[config.mk]
export PLATFORM = sky130hd
export DESIGN_NAME = dca_lpi_burden_responder_flat
export DESIGN_NICKNAME = d
export VERILOG_FILES = /design/src/rtl/dca_lpi_burden_responder_if.sv /design/src/rtl/dca_lpi_burden_responder.sv /design/src/flat_wrapper.sv
export SDC_FILE = /design/constraint.sdc
export NUM_CORES = 1
export LEC_CHECK = 0
export BUFFER_PORTS_ARGS = -buffer_cell sky130_fd_sc_hd__buf_4
export CORE_MARGIN = 10
export CORE_UTILIZATION = 50
export DETAILED_ROUTE_END_ITERATION = 10
export PLACE_DENSITY = 0.91
export SYNTH_ARGS = -nofsm -noshare
export SYNTH_HDL_FRONTEND = slang
export SYNTH_SLANG_ARGS = --single-unit
[constraint.sdc]
create_clock -name clk -period 5.75 [get_ports clk]
set_clock_uncertainty 0.05 [all_clocks]
set_input_delay 1.15 -clock clk [delete_from_list [all_inputs] [get_ports clk]]
set_output_delay 1.15 -clock clk [all_outputs]
set_load 0.03 [all_outputs]
[src/rtl/dca_lpi_burden_responder_if.sv]
// ---------------------------------------------------------------------------
// dca_lpi_burden_responder_if
//   LPI request/response link between an initiator and a responder.
//   x channel (initiator -> responder): xvalid/xready handshake carrying
//     xwrite, xaddr, xwdata and the burden tag xburden.
//   y channel (responder -> initiator): yvalid/yready handshake carrying
//     ydata = {burden, rdata}.
//   Modports: master = initiator side, slave = responder side.
// ---------------------------------------------------------------------------
interface dca_lpi_burden_responder_if #(
    parameter int BW_ADDR   = 32,
    parameter int BW_DATA   = 32,
    parameter int BW_BURDEN = 1
);
    logic                          xvalid;
    logic                          xready;
    logic                          xwrite;
    logic [BW_ADDR-1:0]            xaddr;
    logic [BW_DATA-1:0]            xwdata;
    logic [BW_BURDEN-1:0]          xburden;
    logic                          yvalid;
    logic                          yready;
    logic [BW_BURDEN+BW_DATA-1:0]  ydata;

    modport master (
        output xvalid, xwrite, xaddr, xwdata, xburden, yready,
        input  xready, yvalid, ydata
    );

    modport slave (
        input  xvalid, xwrite, xaddr, xwdata, xburden, yready,
        output xready, yvalid, ydata
    );
endinterface

[src/rtl/dca_lpi_burden_responder.sv]
// ---------------------------------------------------------------------------
// dca_lpi_burden_responder
//   Responder endpoint of the LPI link. Requests accepted on the x channel
//   drive a fixed-latency memory backend; read data returns on the y channel
//   with the request's burden tag in the MSBs. Outstanding reads are limited
//   to DEPTH so the response FIFOs can never overflow.
//
//   Ports:
//     clk, rst        clock, asynchronous active-high reset
//     clear           synchronous flush of all state (wins over everything)
//     sx              LPI slave interface (x request / y response channels)
//     mem_req         backend access strobe (= request accept)
//     mem_write       backend write enable
//     mem_addr        backend address
//     mem_wdata       backend write data
//     mem_rdata       backend read data, valid READ_LATENCY cycles after req
//     busy            at least one response outstanding
//
//   Optional feature macro: DCA_LPI_RESPONDER_WRITE_ACK_EN
//     When defined, writes also take a credit and return one y response
//     carrying {burden, 0}, so every request gets exactly one response.
// ---------------------------------------------------------------------------
module dca_lpi_burden_responder #(
    parameter int BW_ADDR      = 32,
    parameter int BW_DATA      = 32,
    parameter int BW_BURDEN    = 1,
    parameter int DEPTH        = 4,
    parameter int READ_LATENCY = 1
) (
    input  logic                      clk,
    input  logic                      rst,
    input  logic                      clear,
    dca_lpi_burden_responder_if.slave sx,
    output logic                      mem_req,
    output logic                      mem_write,
    output logic [BW_ADDR-1:0]        mem_addr,
    output logic [BW_DATA-1:0]        mem_wdata,
    input  logic [BW_DATA-1:0]        mem_rdata,
    output logic                      busy
);

    localparam int AW = $clog2(DEPTH);
    localparam int PW = AW + 1;

    // Full when the wrap bits differ and the index bits match.
    function automatic logic ptr_full(input logic [PW-1:0] wr, input logic [PW-1:0] rd);
        return (wr[PW-1] != rd[PW-1]) && (wr[AW-1:0] == rd[AW-1:0]);
    endfunction

    logic [PW-1:0]           r_outstanding;
    logic [PW-1:0]           r_bwr_ptr;
    logic [PW-1:0]           r_dwr_ptr;
    logic [PW-1:0]           r_rd_ptr;
    logic [READ_LATENCY-1:0] r_pipe_vld;
    logic [BW_BURDEN-1:0]    r_bfifo [DEPTH];
    logic [BW_DATA-1:0]      r_dfifo [DEPTH];

    logic                    w_xready;
    logic                    w_accept;
    logic                    w_push;
    logic                    w_mature;
    logic [BW_DATA-1:0]      w_mature_data;
    logic                    w_d_empty;
    logic                    w_pop;

    // Request acceptance and backend drive
    assign w_xready  = ~clear & (r_outstanding < PW'(DEPTH));
    assign w_accept  = sx.xvalid & w_xready;
    assign sx.xready = w_xready;

    assign mem_req   = w_accept;
    assign mem_write = sx.xwrite;
    assign mem_addr  = sx.xaddr;
    assign mem_wdata = sx.xwdata;

`ifdef DCA_LPI_RESPONDER_WRITE_ACK_EN
    // Every accepted request takes a credit; write entries ride the pipe
    // with a flag so their slot is filled with zero data at maturity.
    logic [READ_LATENCY-1:0] r_pipe_wr;

    assign w_push        = w_accept;
    assign w_mature_data = r_pipe_wr[READ_LATENCY-1] ? '0 : mem_rdata;

    always_ff @(posedge clk) begin
        r_pipe_wr[0] <= sx.xwrite;
        for (int i = 1; i < READ_LATENCY; i++) begin
            r_pipe_wr[i] <= r_pipe_wr[i-1];
        end
    end
`else
    assign w_push        = w_accept & ~sx.xwrite;
    assign w_mature_data = mem_rdata;
`endif

    assign w_mature = r_pipe_vld[READ_LATENCY-1];

    // Response side: both FIFOs pop together, so they share one read pointer
    assign w_d_empty = (r_dwr_ptr == r_rd_ptr);
    assign w_pop     = ~w_d_empty & sx.yready;
    assign sx.yvalid = ~w_d_empty;
    assign sx.ydata  = w_d_empty ? '0 : {r_bfifo[r_rd_ptr[AW-1:0]], r_dfifo[r_rd_ptr[AW-1:0]]};
    assign busy      = (r_outstanding != '0);

    // Control state: credits, pointers, latency pipe valid bits
    always_ff @(posedge clk or posedge rst) begin
        if (rst) begin
            r_outstanding <= '0;
            r_bwr_ptr     <= '0;
            r_dwr_ptr     <= '0;
            r_rd_ptr      <= '0;
            r_pipe_vld    <= '0;
        end else if (clear) begin
            r_outstanding <= '0;
            r_bwr_ptr     <= '0;
            r_dwr_ptr     <= '0;
            r_rd_ptr      <= '0;
            r_pipe_vld    <= '0;
        end else begin
            case ({w_push, w_pop})
                2'b10:   r_outstanding <= r_outstanding + PW'(1);
                2'b01:   r_outstanding <= r_outstanding - PW'(1);
                default: r_outstanding <= r_outstanding;
            endcase
            if (w_push)   r_bwr_ptr <= r_bwr_ptr + PW'(1);
            if (w_mature) r_dwr_ptr <= r_dwr_ptr + PW'(1);
            if (w_pop)    r_rd_ptr  <= r_rd_ptr + PW'(1);
            r_pipe_vld[0] <= w_push;
            for (int i = 1; i < READ_LATENCY; i++) begin
                r_pipe_vld[i] <= r_pipe_vld[i-1];
            end
        end
    end

    // FIFO storage: contents are only meaningful between the pointers
    always_ff @(posedge clk) begin
        if (w_push)   r_bfifo[r_bwr_ptr[AW-1:0]] <= sx.xburden;
        if (w_mature) r_dfifo[r_dwr_ptr[AW-1:0]] <= w_mature_data;
    end

`ifndef SYNTHESIS
    logic [PW-1:0] w_b_cnt;
    logic [PW-1:0] w_d_cnt;
    assign w_b_cnt = r_bwr_ptr - r_rd_ptr;
    assign w_d_cnt = r_dwr_ptr - r_rd_ptr;

    a_burden_ge_data: assert property (@(posedge clk) disable iff (rst) w_b_cnt >= w_d_cnt);
    a_credit_match:   assert property (@(posedge clk) disable iff (rst) r_outstanding == w_b_cnt);
    a_bfifo_no_ovf:   assert property (@(posedge clk) disable iff (rst)
                                       !(w_push && ptr_full(r_bwr_ptr, r_rd_ptr)));
    a_dfifo_no_ovf:   assert property (@(posedge clk) disable iff (rst)
                                       !(w_mature && ptr_full(r_dwr_ptr, r_rd_ptr)));
`endif

endmodule

[src/flat_wrapper.sv]
// flat-port wrapper written by rule: the top's interface ports become plain ports
module dca_lpi_burden_responder_flat 
#(
    parameter int BW_ADDR      = 32,
    parameter int BW_DATA      = 32,
    parameter int BW_BURDEN    = 1,
    parameter int DEPTH        = 4,
    parameter int READ_LATENCY = 1
)
  (clk, rst, clear, mem_req, mem_write, mem_addr, mem_wdata, mem_rdata, busy, sx_xvalid, sx_xwrite, sx_xaddr, sx_xwdata, sx_xburden, sx_yready, sx_xready, sx_yvalid, sx_ydata);
  dca_lpi_burden_responder_if #(.BW_ADDR(BW_ADDR), .BW_DATA(BW_DATA), .BW_BURDEN(BW_BURDEN)) sx_i ();
  input  logic clk;
  input  logic rst;
  input  logic clear;
  output logic mem_req;
  output logic mem_write;
  output logic [BW_ADDR-1:0] mem_addr;
  output logic [BW_DATA-1:0] mem_wdata;
  input  logic [BW_DATA-1:0] mem_rdata;
  output logic busy;
  input wire logic [$bits(sx_i.xvalid)-1:0] sx_xvalid;
  input wire logic [$bits(sx_i.xwrite)-1:0] sx_xwrite;
  input wire logic [$bits(sx_i.xaddr)-1:0] sx_xaddr;
  input wire logic [$bits(sx_i.xwdata)-1:0] sx_xwdata;
  input wire logic [$bits(sx_i.xburden)-1:0] sx_xburden;
  input wire logic [$bits(sx_i.yready)-1:0] sx_yready;
  output wire logic [$bits(sx_i.xready)-1:0] sx_xready;
  output wire logic [$bits(sx_i.yvalid)-1:0] sx_yvalid;
  output wire logic [$bits(sx_i.ydata)-1:0] sx_ydata;
  assign sx_i.xvalid = sx_xvalid;
  assign sx_i.xwrite = sx_xwrite;
  assign sx_i.xaddr = sx_xaddr;
  assign sx_i.xwdata = sx_xwdata;
  assign sx_i.xburden = sx_xburden;
  assign sx_i.yready = sx_yready;
  assign sx_xready = sx_i.xready;
  assign sx_yvalid = sx_i.yvalid;
  assign sx_ydata = sx_i.ydata;
  dca_lpi_burden_responder #(.BW_ADDR(BW_ADDR), .BW_DATA(BW_DATA), .BW_BURDEN(BW_BURDEN), .DEPTH(DEPTH), .READ_LATENCY(READ_LATENCY)) u_core (.clk(clk), .rst(rst), .clear(clear), .sx(sx_i), .mem_req(mem_req), .mem_write(mem_write), .mem_addr(mem_addr), .mem_wdata(mem_wdata), .mem_rdata(mem_rdata), .busy(busy));
endmodule
==> results of run 1 <==
-- power groups by stage --
stage                     Combinational, W  Clock (W)  Sequential (W)
after floorplan                   0.000357          0         0.00120
after CTS                         0.000406    0.00113         0.00120
after global routing              0.000425    0.00118         0.00120
after global placement            0.000394          0         0.00122
after detailed placement          0.000403          0         0.00122
final                             0.000397    0.00111         0.00119
-- per-layer routing --
layer / track usage / vias up / wire length (um)
li1: - / 1285 / -
met1: 0.156 / 1477 / 4770
met2: 0.266 / 117 / 7170
met3: 0.0606 / 47 / 1010
met4: 0.0871 / 0 / 544
met5: 0.00875 / - / 0
-- tightest hold or removal path: stages (launching register included) --
cell and delay (ns):
dfrtp_1 0.40, o21ai_0 0.08, a21oi_1 0.06
-- cells in the final DEF (no fill, tap or decap), drive strengths merged, types with 3 or more instances in the layout --
cell / count
and2: 41
buf: 77
bufinv: 4
clkbuf: 20
clkinv: 5
dfrtp: 12
edfxtp: 132
ha: 9
inv: 7
mux2i: 3
mux4: 33
nor2: 10
or3: 3
xnor2: 5
xor2: 3
-- cell type report --
class                           instances  area [sq um]
Fill cell                             876          5030
Sequential cell                       144          4270
Multi-Input combinational cell        125          1460
Timing Repair Buffer                   77           578
Clock buffer                           20           437
Tap cell                              168           210
Clock inverter                         11           164
Inverter                                6          22.5
-- kinds of logic (layout without fill, tap and decap cells) --
logic type               after synthesis  in the layout
AO/OA/AOI/OAI                          5              5
XOR/XNOR                               8              8
adder cells (fa/ha/maj)               10             10
buffers and inverters                 84            114
flip-flops                           144            144
multiplexers                          37             37
AND/OR/NAND/NOR                       65             65
-- sequential cells by signal (all words and copies together), names as in the netlist --
name,flops
u_core.r_bwr_ptr,2
u_core.r_pipe_vld,1
u_core.r_outstanding,3
u_core.r_dwr_ptr,3
u_core.r_bfifo,4
u_core.r_dfifo,128
u_core.r_rd_ptr,3
-- through the flow --
stage | power (W) | utilization | std cells | setup slack (ns)
after floorplan | 0.00155 | - | 353 | 2.44
after global placement | 0.00161 | 0.537 | 520 | 2.33
after detailed placement | 0.00162 | 0.537 | 520 | 2.34
final | 0.00271 | 0.587 | 551 | 1.97
after global routing | 0.00280 | 0.587 | 551 | 1.79
after CTS | 0.00273 | 0.587 | 551 | 1.88
-- worst max-delay path by stage --
stage,cells after the start,endpoint
after floorplan,8,u_core.r_outstanding[2]
after global placement,4,sx_ydata[26]
after detailed placement,4,sx_ydata[26]
after CTS,4,sx_ydata[30]
after global routing,4,sx_ydata[30]
final,4,sx_ydata[30]
==> results.cfg, run 1 <==
[worst_setup_path]
crit_start = u_core.r_rd_ptr[0]
reg2reg_setup_slack_ns = 2.80
path_class = reg -> out
required_ns = 4.55
path_cells = buf_4 > mux4_2 > and2_1 > buf_4
cpMaxStageDelayCell = dfrtp_2
crit_family = flip-flops
worstPathArrival_ns = 2.58
r2r_start = u_core.r_rd_ptr[1]
reg2reg_depth = 7
startpoint_type = flip-flop
path_buf_inv = 2
cp_max_fo = 19
crit_path_end_kind = primary output
r2r_end = u_core.r_outstanding[2]
critical_path.max_stage_delay_ns = 0.77
path_common_cell = buf_4

[hold_path]
worstHoldPathCells = 2
hold_path_end = u_core.r_rd_ptr[2]
hp-start = u_core.r_rd_ptr[2]
hold_path.class = reg -> reg

[yosys]
ys_ff_latch = 144
yosysSeqAreaShare = 0.678
synth_nets = 466
yosysTopAreaCell = edfxtp_1
synth-simple-area-share = 0.0627
synthTopCellsByCount = 132 x edfxtp_1, 65 x buf_4, 41 x and2_1, 33 x mux4_2, 12 x dfrtp_1
synth_top_area_share = 0.630
netlist_area_sq_um = 6290
synth_top_family_by_area = multiplexers
synth.most_common_cell = edfxtp_1
yosysUniqueCellTypes = 35
synthTopCellsByArea = edfxtp_1 63%, mux4_2 12%, buf_4 7.8%
synth_compound_area_frac = 0.00756
synthFlopType = edfxtp_1
synth-xor-area-share = 0.0147
postSynthAreaPerCell_sq_um = 17.8
synthCells = 353
synth_adder_area_share = 0.0211
synth-warning-count = 0
ys_async_sr_fraction = 0.0833
synth_edf_count = 132
muxShareOfSynthArea = 0.125

[timing]
slew_viol_final = 0
final_hold_viol_count = 0
rsz0062_at_grt = no
post-route-period-util = 0.657
fin_crit_ns = 3.78
slew_headroom = 0.361
hold_slack_ns = 0.533
tightest_slew_ns = 0.959
max_freq_mhz = 265
finalSetupViolations = 0
tns_ns = 0

[detailed_routing]
post-route-drc-count = 0
drt-initial-drc-count = 174
wl_per_cell_um = 24.5
drt-total-wl_um = 13500
vias = 2926
ant_nets = 0
dr.pass1.iters = 4
routed_via_density = 5.31

[pwr]
pwr-share-clk = 0.412
p_int_w = 0.00206
p_per_area_nw_per_um2 = 379
p_sw_frac = 0.237
power_frac_comb = 0.147
seqPwrFrac = 0.441
vdd.ir_drop.worst_mv = 0.226
p_leak_nw = 2.54
p_switching_w = 0.000642

[clock_tree]
clock_latency_ns = 0.41
clk_pin_slew_ns = 0.05
cts_setup_buffers = 0
cts_tree = yes
cts_max_level = 4
cts-root-buf = clkbuf_16
cts_resized = 0
cts_buffer_depth = 2
cts_buffers = 17
holdBufCountCts = 0
clock_sinks = 144

[die]
die_area_sq_um = 17500
die_x_um = 132
design.portCount = 205
core_sq_um = 12200
fp.dieH_um = 132
fp-row-count = 40
initial_core_util = 0.517

[global_route]
grt_pass1_wl_um = 20400
grt_antenna_before_repair = 0
track_usage = 0.155
overflow = 0
grt_pass1_vias = 3327
grt_max_degree = 37

[placement]
place_hpwl_um = 9360
placed_area_sq_um = 6530
io_buffers = 76
place.gp.congestion = 0.695

[layout]
n_antenna_cell = 0
syn2layout_area_growth_pct = 13.5
finalInstanceArea_sq_um = 7130
drive_gt1_frac = 0.392
nets = 484

[run_status]
outcome = finished, final reports clean

[job]
maxCapViolations = 0
No activity file was read; power rests on OpenSTA's default activity.
==> run 2, diff against run 1 <==
- clock period: 5.75 -> 3.9 ns (I/O delays scaled with it)
==> run 2 against run 1 <==
  * First-iteration DRC count up 39%
  * Cell count is 0.36% higher
  * Die area unchanged
  * Utilization grew 0.32 points
  * Register-to-register slack worse by 1.7 ns
  * Highest routed layer unchanged
  * Largest power group unchanged
  * Hold slack worse by 0.21 ns
  * Sequential share of layout area down 0.32 points
  * Sequential cell count stayed put
  * Critical path depth did not move
==> results.cfg, run 2 (synthesis gave the netlist of run 1 again) <==
[die]
fp.dieH_um = 132
design.portCount = 205
fp-row-count = 40
initial_core_util = 0.517
die_area_sq_um = 17500
die_x_um = 132
core_sq_um = 12200

[detailed_routing]
drt-total-wl_um = 13200
post-route-drc-count = 0
wl_per_cell_um = 23.9
drt-initial-drc-count = 242
dr.pass1.iters = 4
vias = 2927
routed_via_density = 5.29
ant_nets = 0

[timing]
tns_ns = 0
hold_slack_ns = 0.323
final_hold_viol_count = 0
finalSetupViolations = 0
rsz0062_at_grt = no
post-route-period-util = 0.810
fin_crit_ns = 3.16
slew_viol_final = 0
max_freq_mhz = 316
tightest_slew_ns = 0.950
slew_headroom = 0.367

[placement]
placed_area_sq_um = 6550
place_hpwl_um = 9040
place.gp.congestion = 0.760
io_buffers = 76

[worst_setup_path]
required_ns = 3.07
crit_path_end_kind = primary output
cp_max_fo = 34
startpoint_type = flip-flop
reg2reg_depth = 7
reg2reg_setup_slack_ns = 1.14
path_class = reg -> out
worstPathArrival_ns = 2.33

[clock_tree]
holdBufCountCts = 0
cts_buffer_depth = 2
cts_setup_buffers = 0
clock_latency_ns = 0.41
cts_buffers = 17
cts_tree = yes
cts_max_level = 4
clk_pin_slew_ns = 0.06
clock_sinks = 144
cts-root-buf = clkbuf_16
cts_resized = 0

[layout]
n_fill_cell = 888
largest_reg_flops = 128
drive_gt1_frac = 0.397
finalInstanceArea_sq_um = 7170
layout_common_cells = 132 x edfxtp_1, 77 x buf_4, 37 x and2_1
nets = 485
syn2layout_area_growth_pct = 14.1
final_common_cell = edfxtp_1
n_antenna_cell = 0

[pwr]
p_int_w = 0.00305
seqPwrFrac = 0.437
vdd.ir_drop.worst_mv = 0.314
p_leak_nw = 2.55
power_frac_comb = 0.149
p_sw_frac = 0.240
p_per_area_nw_per_um2 = 560
pwr-share-clk = 0.414
p_switching_w = 0.000964

[hold_path]
hold_path.class = in -> async

[global_route]
grt_pass1_wl_um = 20100
grt_antenna_before_repair = 0
track_usage = 0.153
grt_max_degree = 35
overflow = 0
grt_pass1_vias = 3222

[run_status]
outcome = finished, final reports clean

[job]
maxCapViolations = 0
==> run 2: changes by cell type in the layout (fill, tap and decap cells not counted) <==
cell	before	now
clkinv_4	1	3
clkinv_2	3	1
buf_12	0	1
clkinv_1	1	2
clkbuf_1	3	1
clkinvlp_4	1	3
==> run 2: path summary, 6_finish.rpt <==
kind | endpoint | from
max | sx_ydata[26] | u_core.r_rd_ptr[0]
min | u_core.r_dwr_ptr[2] | rst
max reg2reg | u_core.r_outstanding[2] | u_core.r_rd_ptr[0]
min reg2reg | u_core.r_dwr_ptr[2] | u_core.r_dwr_ptr[2]
max in group asynchronous | u_core.r_rd_ptr[0] | rst
min in group clk | u_core.r_dfifo[2][15] | mem_rdata[15]
==> run 2: layout make-up <==
cell class | instances | area [sq um] | area share
Tap cell | 168 | 210 | 0.0293
Timing Repair Buffer | 78 | 598 | 0.0834
Multi-Input combinational cell | 125 | 1460 | 0.203
Inverter | 6 | 22.5 | 0.00314
Clock buffer | 18 | 429 | 0.0598
Clock inverter | 14 | 190 | 0.0265
Sequential cell | 144 | 4270 | 0.595
==> run 2: stage by stage <==
step	worst slack, ns	utilization	cells	power [W]
after CTS	0.675	0.590	553	0.00406
final	0.740	0.590	553	0.00402
after global routing	0.568	0.590	553	0.00416
after floorplan	0.963	-	353	0.00229
after global placement	1.08	0.539	521	0.00238
after detailed placement	0.914	0.539	521	0.00239
==> run 2: power by group through the flow <==
stage	clock network, W	registers [W]	logic [W]
after floorplan	0	0.00176	0.000527
after detailed placement	0	0.00179	0.000606
after global placement	0	0.00178	0.000596
after global routing	0.00176	0.00176	0.000639
final	0.00166	0.00176	0.000597
after CTS	0.00169	0.00176	0.000611
==> run 2: critical path: stages (launching register included) <==
cell and delay, ns:
dfrtp_2 0.70, xor2_2 0.19, or3_4 0.59, and2_1 0.24
buf_4 0.17
==> run 2: metal layers <==
metal / share of wire / wire length [um] / global-route usage / up-vias
li1: - / - / - / 1292
met1: 0.35 / 4570 / 0.152 / 1465
met2: 0.53 / 7050 / 0.263 / 121
met3: 0.082 / 1080 / 0.0663 / 49
met4: 0.039 / 513 / 0.0803 / 0
met5: 0 / 0 / 0.00583 / -
==> run 3, diff against run 2 <==
- clock period: 3.9 -> 3.2 ns (I/O delays scaled with it)
==> run 3 against run 2 <==
  * Register-to-register slack worse by 0.47 ns
  * Largest power group unchanged
  * Die area stayed put
  * Sequential share of layout area stayed put
  * Sequential cell count unchanged
  * Critical path depth stayed put
  * Highest routed layer unchanged
  * Sequential power rose by 20%
  * Critical path type unchanged
  * Utilization is the same
  * Via count is 1.2% higher
==> results.cfg, run 3 (synthesis gave the netlist of run 1 again) <==
[global_route]
grt_pass1_vias = 3334
grt_max_degree = 36
grt_pass1_wl_um = 20300
grt_antenna_before_repair = 0
overflow = 0
track_usage = 0.156

[job]
maxCapViolations = 0

[clock_tree]
cts-root-buf = clkbuf_16
clk_pin_slew_ns = 0.06
cts_resized = 0
clock_latency_ns = 0.41
cts_buffers = 17
cts_tree = yes
holdBufCountCts = 0
cts_max_level = 4
cts_buffer_depth = 2
cts_setup_buffers = 0
clock_sinks = 144

[worst_setup_path]
startpoint_type = flip-flop
cp_max_fo = 23
crit_path_end_kind = primary output
required_ns = 2.51
reg2reg_setup_slack_ns = 0.67
r2r_start = u_core.r_rd_ptr[1]
path_class = reg -> out
r2r_end = u_core.r_outstanding[2]
worstPathArrival_ns = 2.18
reg2reg_depth = 7

[timing]
rsz0062_at_grt = no
slew_headroom = 0.378
fin_crit_ns = 2.87
post-route-period-util = 0.896
final_hold_viol_count = 0
max_freq_mhz = 349
finalSetupViolations = 0
tightest_slew_ns = 0.933
slew_viol_final = 0
tns_ns = 0
hold_slack_ns = 0.192
postLayoutSetupSlackWorst_ns = 0.334

[layout]
nets = 485
drive_gt1_frac = 0.397
largest_reg_flops = 128
n_antenna_cell = 0
layout_common_cells = 132 x edfxtp_1, 77 x buf_4, 37 x and2_1
syn2layout_area_growth_pct = 14.1
final_common_cell = edfxtp_1

[placement]
place.gp.congestion = 0.765
io_buffers = 76
place_hpwl_um = 9100
dp_slack_ns = 0.403

[detailed_routing]
routed_via_density = 5.36
vias = 2963
drt-initial-drc-count = 168
wl_per_cell_um = 24.3
post-route-drc-count = 0
dr.pass1.iters = 4
ant_nets = 0
drt-total-wl_um = 13400

[pwr]
p_total_w = 0.00490
p_per_area_nw_per_um2 = 683
vdd.ir_drop.worst_mv = 0.257
p_leak_nw = 2.55

[die]
core_sq_um = 12200
die_area_sq_um = 17500
die_x_um = 132
initial_core_util = 0.517
fp.dieH_um = 132
design.portCount = 205
fp-row-count = 40

[run_status]
outcome = finished, final reports clean

[hold_path]
hold_path.class = in -> async
## run 3: metrics by stage
| stage | instances | cell area, sq um | util |
|---|---|---|---|
| floorplan | 353 | 6290 | - |
| global placement | 521 | 6550 | 0.539 |
| detailed placement | 521 | 6550 | 0.539 |
| CTS | 553 | 7170 | 0.590 |
| global route | 553 | 7170 | 0.590 |
| finish | 553 | 7170 | 0.590 |
## run 3: where the power goes
group / internal [W] / leakage (nW) / total, W / switching [W]
Sequential: 0.00210 / 1.35 / 0.00212 / 0.0000275
Clock: 0.00131 / 0.292 / 0.00203 / 0.000723
Combinational: 0.000323 / 0.900 / 0.000747 / 0.000423
## run 3: layout make-up
type / count / area, sq um
inverter: 6 / 22.5
multi-input combinational: 125 / 1460
tap: 168 / 210
sequential: 144 / 4270
clock buffer: 19 / 433
clock inverter: 13 / 186
fill: 859 / 4990
timing repair buffer: 78 / 598
## run 3: how the worst max path moves through the flow
stage,start,to,slack [ns],cells after the start
2_1_floorplan,clear,u_core.r_outstanding[2],0.40,8
3_3_place_gp,clear,u_core.r_outstanding[2],0.52,8
3_5_place_dp,clear,u_core.r_outstanding[2],0.40,8
4_1_cts,u_core.r_rd_ptr[1],sx_ydata[26],0.32,4
5_1_grt,u_core.r_rd_ptr[1],sx_ydata[15],0.25,4
6_report,u_core.r_rd_ptr[1],sx_ydata[15],0.33,4
## run 3: worst max-delay path, stage by stage, from the launching register on
cell     delay, ns
dfrtp_2       0.61
buf_4         0.40
mux4_2        0.38
and2_1        0.18
buf_4         0.16
## run 3: routing by layer
| layer | GRT usage | wire length (um) | vias to the layer above | part of all wire |
|---|---|---|---|---|
| met2 | 0.270 | 7220 | 130 | 0.54 |
| met1 | 0.154 | 4620 | 1483 | 0.34 |
| met4 | 0.0871 | 539 | 0 | 0.040 |
| li1 | - | - | 1296 | - |
| met5 | 0.00875 | 0 | - | 0 |
| met3 | 0.0648 | 1060 | 54 | 0.079 |
